$ cat src/rtl/uart_pkg.sv
// Shared UART types and helpers, imported by the receiver (and a future transmitter).
package uart_pkg;

  // Receiver frame-recovery states.
  typedef enum logic [2:0] {
    StIdle,
    StStart,
    StData,
    StStop,
    StBreak
  } uart_rx_state_e;

  // Clocks per bit, rounded to nearest.
  function automatic int unsigned cpb(input int unsigned clock_freq, input int unsigned baud);
    return (clock_freq + baud / 2) / baud;
  endfunction

endpackage

$ cat src/rtl/uart_rx_fifo_sync_fifo.sv
// Show-ahead synchronous FIFO: the head entry is visible on pop_data while not empty.
// A pop in the same cycle as a push into a full FIFO frees the slot for that push.
module sync_fifo #(
  parameter int unsigned Width = 8,
  parameter int unsigned Depth = 8
) (
  input  logic                     clk,
  input  logic                     reset,
  input  logic                     push,
  input  logic [Width-1:0]         push_data,
  input  logic                     pop,
  output logic [Width-1:0]         pop_data,
  output logic                     full,
  output logic                     empty,
  output logic [$clog2(Depth):0]   count
);

  localparam int unsigned PtrW = $clog2(Depth);

  logic [Width-1:0] mem_q [Depth];
  logic [PtrW-1:0]  wr_ptr_q;
  logic [PtrW-1:0]  rd_ptr_q;
  logic [PtrW:0]    count_q;
  logic             do_push;
  logic             do_pop;

  assign empty    = (count_q == '0);
  assign full     = (count_q == (PtrW + 1)'(Depth));
  assign do_pop   = pop && !empty;
  assign do_push  = push && (!full || do_pop);
  assign pop_data = mem_q[rd_ptr_q];
  assign count    = count_q;

  // Storage: cleared on reset so the head reads zero when empty.
  always_ff @(posedge clk or posedge reset) begin
    if (reset) begin
      for (int i = 0; i < int'(Depth); i++) begin
        mem_q[i] <= '0;
      end
    end else if (do_push) begin
      mem_q[wr_ptr_q] <= push_data;
    end
  end

  // Pointers wrap naturally since Depth is a power of two.
  always_ff @(posedge clk or posedge reset) begin
    if (reset) begin
      wr_ptr_q <= '0;
      rd_ptr_q <= '0;
    end else begin
      if (do_push) wr_ptr_q <= wr_ptr_q + PtrW'(1);
      if (do_pop)  rd_ptr_q <= rd_ptr_q + PtrW'(1);
    end
  end

  // Occupancy: simultaneous push and pop leaves the count unchanged.
  always_ff @(posedge clk or posedge reset) begin
    if (reset) begin
      count_q <= '0;
    end else begin
      case ({do_push, do_pop})
        2'b10:   count_q <= count_q + (PtrW + 1)'(1);
        2'b01:   count_q <= count_q - (PtrW + 1)'(1);
        default: count_q <= count_q;
      endcase
    end
  end

endmodule

$ cat src/rtl/uart_rx_fifo.sv
// 8N1 UART receiver with mid-bit sampling, feeding a show-ahead byte FIFO
// drained over a valid/ready handshake. Reports framing errors and overflow.
module uart_rx_fifo
  import uart_pkg::*;
#(
  parameter int unsigned BAUD_RATE  = 921600,
  parameter int unsigned CLOCK_FREQ = 30000000,
  parameter int unsigned FIFO_DEPTH = 8
) (
  input  logic                          clk,
  input  logic                          reset,
  input  logic                          rx,
  output logic [7:0]                    data,
  output logic                          data_valid,
  input  logic                          data_ready,
  output logic                          frame_err,
  output logic                          overflow,
  input  logic                          overflow_clr,
  output logic [$clog2(FIFO_DEPTH):0]   fifo_count
);

  localparam int unsigned Cpb  = cpb(CLOCK_FREQ, BAUD_RATE);
  localparam int unsigned Half = Cpb / 2;
  localparam int unsigned CntW = $clog2(Cpb);

  logic            rx_meta_q;
  logic            rx_s;
  uart_rx_state_e  state_q;
  logic [CntW-1:0] cnt_q;
  logic [2:0]      idx_q;
  logic [7:0]      shift_q;
  logic            frame_err_q;
  logic            overflow_q;
  logic            stop_tick;
  logic            push;
  logic            pop;
  logic            fifo_full;
  logic            fifo_empty;

  // Two-flop synchroniser; idle-high so reset does not look like a start bit.
  always_ff @(posedge clk or posedge reset) begin
    if (reset) begin
      rx_meta_q <= 1'b1;
      rx_s      <= 1'b1;
    end else begin
      rx_meta_q <= rx;
      rx_s      <= rx_meta_q;
    end
  end

  // Frame recovery: start qualified at half a bit, then one sample per bit period.
  always_ff @(posedge clk or posedge reset) begin
    if (reset) begin
      state_q     <= StIdle;
      cnt_q       <= '0;
      idx_q       <= '0;
      shift_q     <= '0;
      frame_err_q <= 1'b0;
    end else begin
      frame_err_q <= 1'b0;
      unique case (state_q)
        StIdle: begin
          if (!rx_s) begin
            state_q <= StStart;
            cnt_q   <= '0;
          end
        end
        StStart: begin
          if (cnt_q == CntW'(Half - 1)) begin
            cnt_q   <= '0;
            idx_q   <= '0;
            // Line back high at mid-start means a glitch: drop it silently.
            state_q <= rx_s ? StIdle : StData;
          end else begin
            cnt_q <= cnt_q + CntW'(1);
          end
        end
        StData: begin
          if (cnt_q == CntW'(Cpb - 1)) begin
            cnt_q   <= '0;
            shift_q <= {rx_s, shift_q[7:1]};
            idx_q   <= idx_q + 3'd1;
            if (idx_q == 3'd7) state_q <= StStop;
          end else begin
            cnt_q <= cnt_q + CntW'(1);
          end
        end
        StStop: begin
          if (cnt_q == CntW'(Cpb - 1)) begin
            cnt_q <= '0;
            if (rx_s) begin
              state_q <= StIdle;
            end else begin
              frame_err_q <= 1'b1;
              state_q     <= StBreak;
            end
          end else begin
            cnt_q <= cnt_q + CntW'(1);
          end
        end
        StBreak: begin
          // Wait out a held-low line so it reports only one error.
          if (rx_s) state_q <= StIdle;
        end
        default: state_q <= StIdle;
      endcase
    end
  end

  // Push on the stop-sample edge itself so the byte lands in the same cycle.
  assign stop_tick = (state_q == StStop) && (cnt_q == CntW'(Cpb - 1));
  assign push      = stop_tick && rx_s;
  assign pop       = data_valid && data_ready;

  sync_fifo #(
    .Width (8),
    .Depth (FIFO_DEPTH)
  ) u_fifo (
    .clk       (clk),
    .reset     (reset),
    .push      (push),
    .push_data (shift_q),
    .pop       (pop),
    .pop_data  (data),
    .full      (fifo_full),
    .empty     (fifo_empty),
    .count     (fifo_count)
  );

  // Sticky overflow; a new drop outranks a simultaneous clear.
  always_ff @(posedge clk or posedge reset) begin
    if (reset) begin
      overflow_q <= 1'b0;
    end else if (push && fifo_full && !pop) begin
      overflow_q <= 1'b1;
    end else if (overflow_clr) begin
      overflow_q <= 1'b0;
    end
  end

  assign data_valid = !fifo_empty;
  assign frame_err  = frame_err_q;
  assign overflow   = overflow_q;

endmodule

$ cat config.mk
export PLATFORM = sky130hd
export DESIGN_NAME = uart_rx_fifo
export DESIGN_NICKNAME = d
export VERILOG_FILES = /design/src/rtl/uart_pkg.sv /design/src/rtl/uart_rx_fifo_sync_fifo.sv /design/src/rtl/uart_rx_fifo.sv
export SDC_FILE = /design/constraint.sdc
export NUM_CORES = 1
export LEC_CHECK = 0
export BUFFER_PORTS_ARGS = -buffer_cell sky130_fd_sc_hd__clkbuf_2
export CAP_MARGIN = 40
export CORE_MARGIN = 1.5
export CORE_UTILIZATION = 60
export DETAILED_ROUTE_END_ITERATION = 16
export GPL_ROUTABILITY_DRIVEN = 0
export MAX_ROUTING_LAYER = met4
export PLACE_DENSITY = 0.78
export SYNTH_ARGS = -nofsm -noshare
export SYNTH_HDL_FRONTEND = slang
export SYNTH_SLANG_ARGS = --single-unit
$ cat constraint.sdc
create_clock -name clk -period 5.9 [get_ports clk]
set_clock_uncertainty 0.1 [all_clocks]
set_input_delay 1.18 -clock clk [delete_from_list [all_inputs] [get_ports clk]]
set_output_delay 1.18 -clock clk [all_outputs]
set_load 0.02 [all_outputs]
Yosys cells after proc, flatten, opt, wreduce, memory -nomap -nowiden:

Cells that the tools add are included.

* register bits after elaboration: 98
* bits of input ports: 5
* output and inout bits: 15
* logic and storage cells: 97

* add/sub/neg operators: 6
* $lt $le $gt $ge: 3
* equality and inequality tests: 16
* multiplexer cells: 28
* bitwise logic cells: 2
* reductions and logical operators: 23

Operators by type and width (number)
* bitwise mux 64 bit: 1
* two-way mux 3 bit: 9
* binary-select mux 8 bit (select 3 bit): 1
* demux 8 bit (select 3 bit): 1
* two-way mux 8 bit: 3
* two-way mux 6 bit: 3
* case mux 6 bit (3 select lines): 1
* case mux 3 bit (5 select lines): 1
* inequality test 2 bit (second input constant): 6
* adder 3 x 1 -> 3 bit (second input constant): 3
* >= comparator 4 bit (second input constant): 2
* logical AND 1 bit: 8
* inverter 3 -> 4 bit: 2
* case mux 4 bit (2 select lines): 1
* adder 6 x 1 -> 6 bit (second input constant): 1
* equality test 3 x 2 -> 1 bit (second input constant): 2
* equality test 3 bit (second input constant): 2
* equality test 6 x 4 -> 1 bit (second input constant): 1
* equality test 6 bit (second input constant): 1
* case mux 3 bit (2 select lines): 1
* AND reduction 6 bit: 1
* nonzero test 2 bit: 3
* two-way mux 1 bit: 5
* adder 4 x 1 -> 4 bit (second input constant): 1
* other kinds (15): 18

Longest topological paths before layout:

* word-level depth: 8
* mapped depth: 13
* depth with buffers taken out: 12

Cells and area by module:

Synthesis repeated with hierarchy kept, for this count alone.

* cells, all modules: 340
* area, all modules: 4868.4 um2

Modules (own cells, without submodules)
* sync_fifo: instances 1, cells each 230, area each 3621.0 um2
* uart_rx_fifo: instances 1, cells each 110, area each 1247.4 um2

Least setup slack after synthesis:

OpenSTA, ideal clock, no wires.

* path type: reg2out
* start point: reg u_fifo.rd_ptr_q[0]
* end point: out data[0]
* data arrival time: 1948 ps
* required time: 4620 ps
* slack: 2672 ps
* cell stages (with the launch flop): 5
* buffers on the path: 2
* path through: dfrtp_1 > clkbuf_1 > buf_2 > mux4_2 > mux2_2

* longest elaborated chain between the ends: 4

RTL lines
* from (decl): RTL line uart_rx_fifo_sync_fifo.sv:22 `logic [PtrW-1:0] rd_ptr_q;`
* from (signal assigned): RTL line uart_rx_fifo_sync_fifo.sv:52 `if (do_pop) rd_ptr_q <= rd_ptr_q + PtrW'(1);`
* inverter 3 -> 4 bit (not written as such): RTL line uart_rx_fifo_sync_fifo.sv:31 `assign pop_data = mem_q[rd_ptr_q];`
* binary-select mux 8 bit (select 3 bit): RTL line uart_rx_fifo_sync_fifo.sv:31
* two-way mux 8 bit (not written as such) (2 in a row): RTL line uart_rx_fifo_sync_fifo.sv:31
* to (decl): RTL line uart_rx_fifo.sv:13 `output logic [7:0] data,`

No other way between the ends. The select of a mux whose other input is x is not followed.

Final worst setup path:

* start point: reg u_fifo.rd_ptr_q[0]
* end point: out data[3]

The elaborated chain is that of the path after synthesis.

==> results.tsv <==
metric	value	unit
status	completed	
num_io_pins	20	
min-delay-start	rx_meta_q	
nets	359	
synth.area.top_cells	dfrtp_1 (50%), mux2_2 (15%), mux4_2 (7.5%)	
setup_violations	0	
yosys.area.top_type	dfrtp_1	
worst-slew-pin-transition	0.827	ns
fillers	544	
timing.final.ws_setup	2.35	ns
yosysWarnings	0	
grt_pass1_vias	2759	
startpoint_type	flop	
clock_sinks	98	
hold_end	rx_s	
drive_gt1_frac	0.411	
ant_nets	0	
post-route-period-util	0.601	
slew-limit-headroom	0.448	
finalPower	1.57	mW
path_clk_slew	0.09	ns
clk_latency	0.36	ns
cts_setup_buffers	0	
min_period	3.55	ns
maxCapViolCount	0	
crit_chain	buf_8, mux4_2, mux2_2, clkbuf_2	
synth_fp_nets	349	
worst-setup-path-type	flop to output pin	
grt_antenna_before_repair	0	
cp.arrival	2.27	ns
die_y	92.3	microns
ctsRootBufferMaster	clkbuf_8	
drt_wl_total	8520	microns
wire_per_inst	18.9	microns
grt_max_degree	63	
synth_edf_count	0	
irDropWorstVdd	214	uV
synth_cells	335	
leakagePower	2.41	nW
worst_r2r_endpoint	u_fifo.count[2]	
num_rows	32	
final_common_cell	dfrtp_1	
synth-main-ff-cell	dfrtp_1	
num_vias	2766	
holdWs	0.262	ns
syn_area_per_cell	14.3	sq um
drt_first_pass_iters	4	
clock.fmax	282	MHz
grt_use_total	0.225	
setup_tns	0	ns
antennaDiodeCount	0	
grt-ovfl-total	0	
cellPowerDensity	306	nW/um^2
cts_resized	0	
dpl.hpwl	5490	microns
netlist_area	4790	sq um
dieArea	8520	sq um
fp.dieW	92.3	microns
core_region_area	7730	sq um
synth_seq_cells	98	
ys_async_sr_fraction	1.00	
rsz0062_at_grt	false	
clockBufferDepth	2	
port_buffers	19	
syn2layout_area_growth	7.21	%
cts_htree_levels	3	
hp-class	flop to flop	
rrSetupSlack	2.73	ns
cts_hold_buf	0	
rr_startpoint	cnt_q[2]	
reg2reg_depth	11	
cts_tree	yes	
ys_seq_area_frac	0.513	
vias_per_cell	6.12	
first_iter_violations	156	
final_cell_mix	dfrtp_1 (96), mux2_2 (63), clkbuf_2 (19)	
maxSlewViolCount	0	
cp_slowest_cell	dfrtp_1	
grt_pass1_wl	14100	microns
min_path_cells	0	
cts-buffers-inserted	9	
hold_viol_final	0	
start_util	0.619	
endpoint_kind	output pin	
slowest_delay	0.73	ns
dp_slack	2.44	ns
ys_types	53	
yosys.area.top_type_share	0.502	
critPathRequiredTime	4.62	ns
route.detailed.drc	0	
worst-path-max-fanout	10	
-- Yosys cell counts, drive strengths merged (5+ instances only) --
cell and n:
nor3 5, clkbuf 8, ha 9, inv 10
mux2 83, a21oi 7, buf 14, nor2 9
dfrtp 96, xor2 6, mux4 16, nand2 10
-- worst max-delay path, delay by kind of cell (launching register included) --
kind                   cells  cell delay, ns
buffers and inverters      2            0.39
DFF                        1            0.73
muxes                      2            0.78
-- layout make-up --
type / instances / area (sq um) / share of cell area
clock inverters: 6 / 72.6 / 0.0141
clock buffers: 10 / 128 / 0.0249
multi-input cells: 205 / 2190 / 0.427
inverters: 10 / 40.0 / 0.00780
well taps: 102 / 128 / 0.0249
flip-flops and latches: 98 / 2450 / 0.478
repair buffers: 21 / 118 / 0.0229
-- kinds of logic after synthesis --
| logic type | share of synthesized area |
|---|---|
| AND/OR/NAND/NOR | 0.0883 |
| flip-flops | 0.513 |
| multiplexers | 0.287 |
| adder cells (fa/ha/maj) | 0.0235 |
| AO/OA/AOI/OAI | 0.0423 |
| XOR/XNOR | 0.0165 |
| buffers and inverters | 0.0293 |
-- flip-flops by register name (all words and copies together) (netlist names), 3 cells and up --
register,count
u_fifo.mem_q,64
u_fifo.count,4
cnt_q,6
u_fifo.wr_ptr_q,3
idx_q,3
state_q,3
u_fifo.rd_ptr_q,3
shift_q,8
-- worst max-delay path by stage --
stage                  startpoint              end  slack, ns  cells after the start
3_3_place_gp   u_fifo.rd_ptr_q[0]          data[5]       2.49                      3
4_1_cts        u_fifo.rd_ptr_q[0]          data[4]       2.31                      4
3_5_place_dp           data_ready  u_fifo.count[2]       2.44                     12
5_1_grt        u_fifo.rd_ptr_q[0]          data[0]       2.24                      4
6_report       u_fifo.rd_ptr_q[0]          data[3]       2.35                      4
2_1_floorplan               reset         cnt_q[0]       2.06                      1
-- where the power goes --
part	internal [mW]	switching (mW)
Sequential	0.715	0.123
Combinational	0.150	0.145
Clock	0.202	0.233
Total	1.07	0.501
-- routing by layer --
metal,track usage,wire [microns],vias to the layer above
met5,-,0,-
met4,0.0564,88,0
met3,0.0460,290,11
met2,0.372,4470,63
met1,0.286,3670,1440
li1,-,-,1252
-- through the flow --
step	instance area, sq um	util	cells
detailed placement	4930	0.638	436
CTS	5130	0.664	452
global placement	4920	0.636	435
finish	5130	0.664	452
global route	5130	0.664	452
floorplan	4790	-	335
Power figures use the tool's default switching activity.
